**config.mk**
```make
export PLATFORM = sky130hd
export DESIGN_NAME = ps2_rx_deser
export DESIGN_NICKNAME = d
export VERILOG_FILES = /design/src/rtl/ps2_rx_deser.sv
export SDC_FILE = /design/constraint.sdc
export NUM_CORES = 1
export LEC_CHECK = 0
export CAP_MARGIN = 10
export CORE_MARGIN = 1
export CORE_UTILIZATION = 40
export CTS_BUF_LIST = sky130_fd_sc_hd__clkbuf_4 sky130_fd_sc_hd__clkbuf_8 sky130_fd_sc_hd__clkbuf_16
export DETAILED_ROUTE_END_ITERATION = 8
export RECOVER_POWER = 50
export SLEW_MARGIN = 20
export SYNTH_ARGS = -nofsm -noshare
export SYNTH_HDL_FRONTEND = slang
export SYNTH_SLANG_ARGS = --single-unit
```
**constraint.sdc**
```tcl
create_clock -name CLK -period 2.3 [get_ports CLK]
set_input_delay 0.46 -clock CLK [delete_from_list [all_inputs] [get_ports CLK]]
set_output_delay 0.46 -clock CLK [all_outputs]
set_load 0.02 [all_outputs]
```
**src/rtl/ps2_rx_deser.sv**
```systemverilog
// PS/2 device-to-host receiver: synchronises and glitch-filters the raw lines,
// then checks each 11-bit frame and reports one byte per good frame.
module ps2_rx_deser #(
  parameter int unsigned FILTER_LEN = 8,
  parameter int unsigned TIMEOUT    = 50000
) (
  input  logic       CLK,
  input  logic       nRESET,
  input  logic       PS2_CLK,
  input  logic       PS2_DATA,
  output logic [7:0] DATA,
  output logic       VALID,
  output logic       ERROR
);

  localparam int unsigned FW = 8;
  localparam int unsigned TW = 16;
  localparam int unsigned BW = 3;
  localparam logic [FW-1:0] FILT_LAST = FW'(FILTER_LEN - 1);
  localparam logic [TW-1:0] WD_LIMIT  = TW'(TIMEOUT - 2);
  localparam logic [BW-1:0] BIT_LAST  = BW'(7);

  typedef enum logic [1:0] {
    S_IDLE,
    S_DATA,
    S_PARITY,
    S_STOP
  } state_t;

  state_t        state_q;
  logic          clk_s1_q, clk_s2_q;
  logic          dat_s1_q, dat_s2_q;
  logic          filt_q;
  logic [FW-1:0] fcnt_q;
  logic [BW-1:0] bitcnt_q;
  logic [7:0]    shift_q;
  logic          par_ok_q;
  logic [TW-1:0] wd_q;
  logic [7:0]    data_q;
  logic          valid_q;
  logic          error_q;

  // The filtered clock flips on the FILTER_LEN-th consecutive differing sample.
  logic filt_flip_c;
  logic fe_c;
  assign filt_flip_c = (clk_s2_q != filt_q) && (fcnt_q == FILT_LAST);
  assign fe_c        = filt_flip_c && filt_q;

  always_ff @(posedge CLK) begin
    if (!nRESET) begin
      state_q  <= S_IDLE;
      clk_s1_q <= 1'b1;
      clk_s2_q <= 1'b1;
      dat_s1_q <= 1'b1;
      dat_s2_q <= 1'b1;
      filt_q   <= 1'b1;
      fcnt_q   <= '0;
      bitcnt_q <= '0;
      shift_q  <= '0;
      par_ok_q <= 1'b0;
      wd_q     <= '0;
      data_q   <= '0;
      valid_q  <= 1'b0;
      error_q  <= 1'b0;
    end else begin
      clk_s1_q <= PS2_CLK;
      clk_s2_q <= clk_s1_q;
      dat_s1_q <= PS2_DATA;
      dat_s2_q <= dat_s1_q;

      if (clk_s2_q == filt_q) begin
        fcnt_q <= '0;
      end else if (filt_flip_c) begin
        filt_q <= clk_s2_q;
        fcnt_q <= '0;
      end else begin
        fcnt_q <= fcnt_q + FW'(1);
      end

      valid_q <= 1'b0;
      error_q <= 1'b0;

      if (fe_c) begin
        wd_q <= '0;
        case (state_q)
          S_IDLE: begin
            if (!dat_s2_q) begin
              state_q  <= S_DATA;
              bitcnt_q <= '0;
            end
          end
          S_DATA: begin
            shift_q[bitcnt_q] <= dat_s2_q;
            bitcnt_q          <= bitcnt_q + BW'(1);
            if (bitcnt_q == BIT_LAST) begin
              state_q <= S_PARITY;
            end
          end
          S_PARITY: begin
            par_ok_q <= ^{shift_q, dat_s2_q};
            state_q  <= S_STOP;
          end
          S_STOP: begin
            state_q <= S_IDLE;
            if (dat_s2_q && par_ok_q) begin
              data_q  <= shift_q;
              valid_q <= 1'b1;
            end else begin
              error_q <= 1'b1;
            end
          end
          default: state_q <= S_IDLE;
        endcase
      end else if (state_q == S_IDLE) begin
        wd_q <= '0;
      end else if (wd_q == WD_LIMIT) begin
        // Stuck frame: abort so ERROR appears TIMEOUT cycles after the last edge.
        state_q <= S_IDLE;
        error_q <= 1'b1;
        wd_q    <= '0;
      end else if (wd_q != '1) begin
        wd_q <= wd_q + TW'(1);
      end
    end
  end

  assign DATA  = data_q;
  assign VALID = valid_q;
  assign ERROR = error_q;

endmodule

```
Word-level counts from Yosys, hierarchy flattened
Cells that the tools add are included.
- output and inout port bits: 10
- input bits: 4
- register bits after elaboration: 53
- word-level logic and storage cells: 67
- magnitude comparators: 2
- bitwise operators: 2
- reduce and logical (&&, ||, !) cells: 17
- $add $sub $neg: 3
- muxes and demuxes: 17
- equality and inequality tests: 12
- operators with widths (kind ; count):
    adder 16 x 1 -> 16 bit, second input constant ; 1
    equality test 16 bit, second input constant ; 1
    inequality test 16 bit, second input constant ; 1
    2-to-1 mux 2 bit ; 5
    AND reduction 3 bit ; 3
    XOR reduction 9 bit ; 1
    adder 8 x 1 -> 8 bit, second input constant ; 1
    bitwise mux 8 bit ; 1
    equality test 8 x 3 -> 1 bit, second input constant ; 1
    case mux 2 bit (4 select lines) ; 1
    2-to-1 mux 1 bit ; 7
    case mux 3 bit (2 select lines) ; 1
    AND reduction 2 bit ; 3
    equality test 2 bit, second input constant ; 2
    logical AND 1 bit ; 4
    < comparator 3 x 4 -> 1 bit, second input constant ; 1
    inequality test 2 bit, second input constant ; 2
    AND reduction 4 bit ; 1
    nonzero test 2 bit ; 2
    OR reduction 4 bit ; 1
    adder 3 x 1 -> 3 bit, second input constant ; 1
    demux 1 bit (select 3 bit) ; 1
    equality test 3 bit, second input constant ; 1
    >= comparator 3 x 1 -> 1 bit, second input constant ; 1
    8 further kinds ; 9

Logic depth before layout (Yosys ltp)
- depth after elaboration: 5
- gate-level depth with buffers: 8
- depth with buffers taken out: 7

Worst setup path before layout
Ideal clock, no wire load.
- kind: register to register
- start point: register fcnt_q[3]
- end point: register shift_q[0]
- path slack: 0.382 ns
- buffers on the path: 0
- setup time: 0.116 ns
- cell stages (with the launch flop): 6
- clock period less this slack: 1.918 ns
- arrival: 1.802 ns
- cell sequence: dfxtp_1 -> or4_4 -> or4_4 -> nor4_4 -> mux2i_1 -> nor2b_1
- cells in the longest elaborated chain, start to end: 4
- RTL lines (element ; line ; text):
    from (decl) ; 34 ; logic [FW-1:0] fcnt_q;
    from (signal assigned) ; 77 ; fcnt_q <= fcnt_q + FW'(1);
    equality test 8 x 3 -> 1 bit ; 46 ; assign filt_flip_c = (clk_s2_q != filt_q) && (fcnt_q == FILT_LAST);
    logical AND 1 bit ; 46 ;
    logical AND 1 bit ; 47 ; assign fe_c = filt_flip_c && filt_q;
    AND reduction 2 bit (no line) ; - ;
    to (signal, indexed assignment) ; 93 ; shift_q[bitcnt_q] <= dat_s2_q;
    to (decl) ; 36 ; logic [7:0] shift_q;
No other way between the ends.
A chain may end at the register's enable or synchronous reset.

Worst setup path in the final report
Ends and elaborated chain as after synthesis.

==> flow_summary.yaml <==
finish:
  diodes: 0
  nNetsFinal: 302
  drive_gt1_share_pct: 6.21
  syn_to_final_growth_pct: 10.9
  design_area_mm2: 0.00284
global_routing:
  grt_first_pass_wirelength_um: 8030
  antenna_found_initial: 0
  grt_start_max_net_pins: 17
  grt.total_usage_pct: 15.6
  grt_pass1_vias: 1783
  grt-ovfl-total: 0
logic_synthesis:
  syn_area_mm2: 0.00256
  synthTopCellsByArea: "dfxtp_1 41%, mux2i_1 7.8%, xnor2_1 5.1%, ha_1 4.4%, nor2b_1 4.4%"
  yosys-top-cells-count: "53 x dfxtp_1, 26 x nor2_1, 20 x mux2i_1, 20 x nand2_1, 18 x nor2b_1"
  netlist_instances: 270
  synthFlopType: "dfxtp_1"
  synth_top_area_cell: "dfxtp_1"
  yosys_warnings: 0
  post_synth_num_cell_types: 46
  netlist.area_leader.share_pct: 41.4
  ys_async_sr_fraction_pct: 0
  ys_seq_elements: 53
  syn_avg_cell_area_um2: 9.49
  yosysMostFrequentCell: "dfxtp_1"
  syn-num-nets: 283
  synth-edff-count: 0
  yosysSeqAreaShare_pct: 41.4
floorplan:
  start_util_pct: 42.3
  num_rows: 28
  io-pin-count: 14
  die_y_um: 82.0
  design.die.area_mm2: 0.00673
  die_width_um: 82.0
  core_mm2: 0.00606
timing:
  fmax_ghz: 0.483
  setup_viol: 0
  tightest_slew_ps: 604
  slew_viol_final: 0
  setup_tns_ps: 0
  finClkSkew_ps: 15.3
  hold_viol_final: 0
  rsz0062_at_grt: "false"
  layout_min_cycle_time_ps: 2070
  slew_headroom_pct: 59.5
  fin_crit_sh_pct: 90.1
cts:
  cts_sinks: 53
  postCtsSetupBuffers: 0
  post_cts_resized: 0
  cts_buffers: 5
  clockBufferDepth: 2
  cts_tree: "yes"
  htree_levels: 2
  postCtsHoldBufs: 0
  root_buffer: "clkbuf_8"
  clkTransAtPathRegs_ps: 100
  insertion_delay_ps: 310
setup_path:
  path_buf_inv: 0
  crit_chain: "or4_1, or4_1, nor4_4, mux2i_1, nor2b_1"
  cp_data_arrival_time_ps: 2290
  cp_top_family: "simple AND/OR/NAND/NOR gates"
  required_ps: 2510
  crit_top_cell: "or4_1"
  r2r_slack_ps: 230
  cp-start-kind: "flip-flop"
  cp-end-kind: "flip-flop"
  slowest_stage: "or4_1"
  worst-setup-path-type: "flip-flop to flip-flop"
  critPathMaxFanout: 5
  max_stage_delay_ps: 600
drt:
  drt-total-wl_um: 4560
  avgViaCountPerCell: 5.16
  postRouteAntennaNets: 0
  first_pass_iters: 4
  drt_iter0_markers: 86
  drc: 0
  drt-wirelength-per-cell_um: 12.5
  route.vias.total: 1882
power_and_ir_drop:
  p_sw_share_pct: 21.2
  power.switching_mw: 0.316
  vdd_drop_max_mv: 0.371
  p_per_area_mw_per_mm2: 525
  p_leak_nw: 1.01
  clkPwrFrac_pct: 36.0
  seq_power_share_pct: 62.0
  p_int_mw: 1.18
  p_comb_share_pct: 2.0
placement:
  globalplace.congestion: 0.750
  dpl_cell_area_mm2: 0.00277
  dpl.hpwl_um: 3280
  io_buffers: 13
job:
  drv_cap: 0
min_path:
  hold_path.class: "flip-flop to flip-flop"
status:
  status: "finished clean"
## flip-flops by register name, indices dropped and copies added (netlist names), 2 cells and up
signal,cells
DATA,8
bitcnt_q,3
fcnt_q,8
shift_q,8
state_q,2
wd_q,16
## final cells by class
| class | instances | area (µm²) |
|---|---|---|
| fillers | 595 | 3220 |
| multi-input cells | 201 | 1390 |
| flip-flops and latches | 53 | 1060 |
| repair buffers | 21 | 179 |
| well taps | 75 | 93.8 |
| clock buffers | 7 | 83.8 |
| inverters | 7 | 26.3 |
| clock inverters | 1 | 7.51 |
## metal layers
layer	up-vias	track usage [%]	wire length, µm
met5	-	0	0
met4	0	5.79	87
met3	12	3.67	127
met2	28	22.3	1850
met1	858	22.5	2490
li1	984	-	-
## through the flow
stage / setup slack, ps / hold WS (ps) / total power [mW] / utilization, % / instances
3_5_place_dp: 319 / 400 / 0.979 / 45.7 / 357
4_1_cts: 328 / 422 / 1.52 / 47.2 / 365
2_1_floorplan: 382 / 386 / 0.966 / - / 270
5_1_grt: 104 / 448 / 1.55 / 46.9 / 365
3_3_place_gp: 333 / 396 / 0.979 / 45.7 / 357
6_report: 228 / 420 / 1.49 / 46.9 / 365
## cell usage in the layout, fill, tap and decap left out, drive strengths merged, types with 7 or more instances in the layout
| cell type | netlist | layout |
|---|---|---|
| mux2i | 20 | 20 |
| dfxtp | 53 | 53 |
| ha | 9 | 9 |
| xor2 | 7 | 7 |
| dlygate4sd3 | 0 | 11 |
| clkbuf | 6 | 10 |
| nand2 | 20 | 20 |
| nor2b | 18 | 18 |
| nor3 | 7 | 7 |
| nand3 | 13 | 13 |
| nand4 | 10 | 10 |
| xnor2 | 15 | 15 |
| nor2 | 26 | 26 |
| inv | 7 | 7 |
| and3 | 7 | 7 |
## worst reg2reg max path: stages (launching register included)
cell     delay (ps)
dfxtp_1         350
or4_1           600
or4_1           600
nor4_4          180
mux2i_1         200
nor2b_1          60
## logic make-up (layout without fill, tap and decap cells)
logic type | count (synthesis) | after routing | synth area share [%]
buffers and inverters | 16 | 36 | 4.05
flip-flops | 53 | 53 | 41.4
XOR/XNOR | 23 | 23 | 8.40
adder cells (fa/ha/maj) | 9 | 9 | 4.39
AO/OA/AOI/OAI | 24 | 24 | 6.20
multiplexers | 20 | 20 | 7.81
AND/OR/NAND/NOR | 125 | 125 | 27.7
## power by group through the flow
stage | sequential, mW | combinational (mW) | clock (mW)
CTS | 0.925 | 0.0326 | 0.561
detailed placement | 0.946 | 0.0326 | 0
floorplan | 0.944 | 0.0219 | 0
global route | 0.926 | 0.0330 | 0.592
finish | 0.925 | 0.0298 | 0.537
global placement | 0.946 | 0.0330 | 0
## final timing paths
kind | depth (start not counted) | start | end
max | 5 | fcnt_q[3] | shift_q[0]
min | 1 | dat_s1_q | dat_s2_q
max reg2reg | 5 | fcnt_q[3] | shift_q[0]
min reg2reg | 1 | dat_s1_q | dat_s2_q
Power figures use the tool's default switching activity.
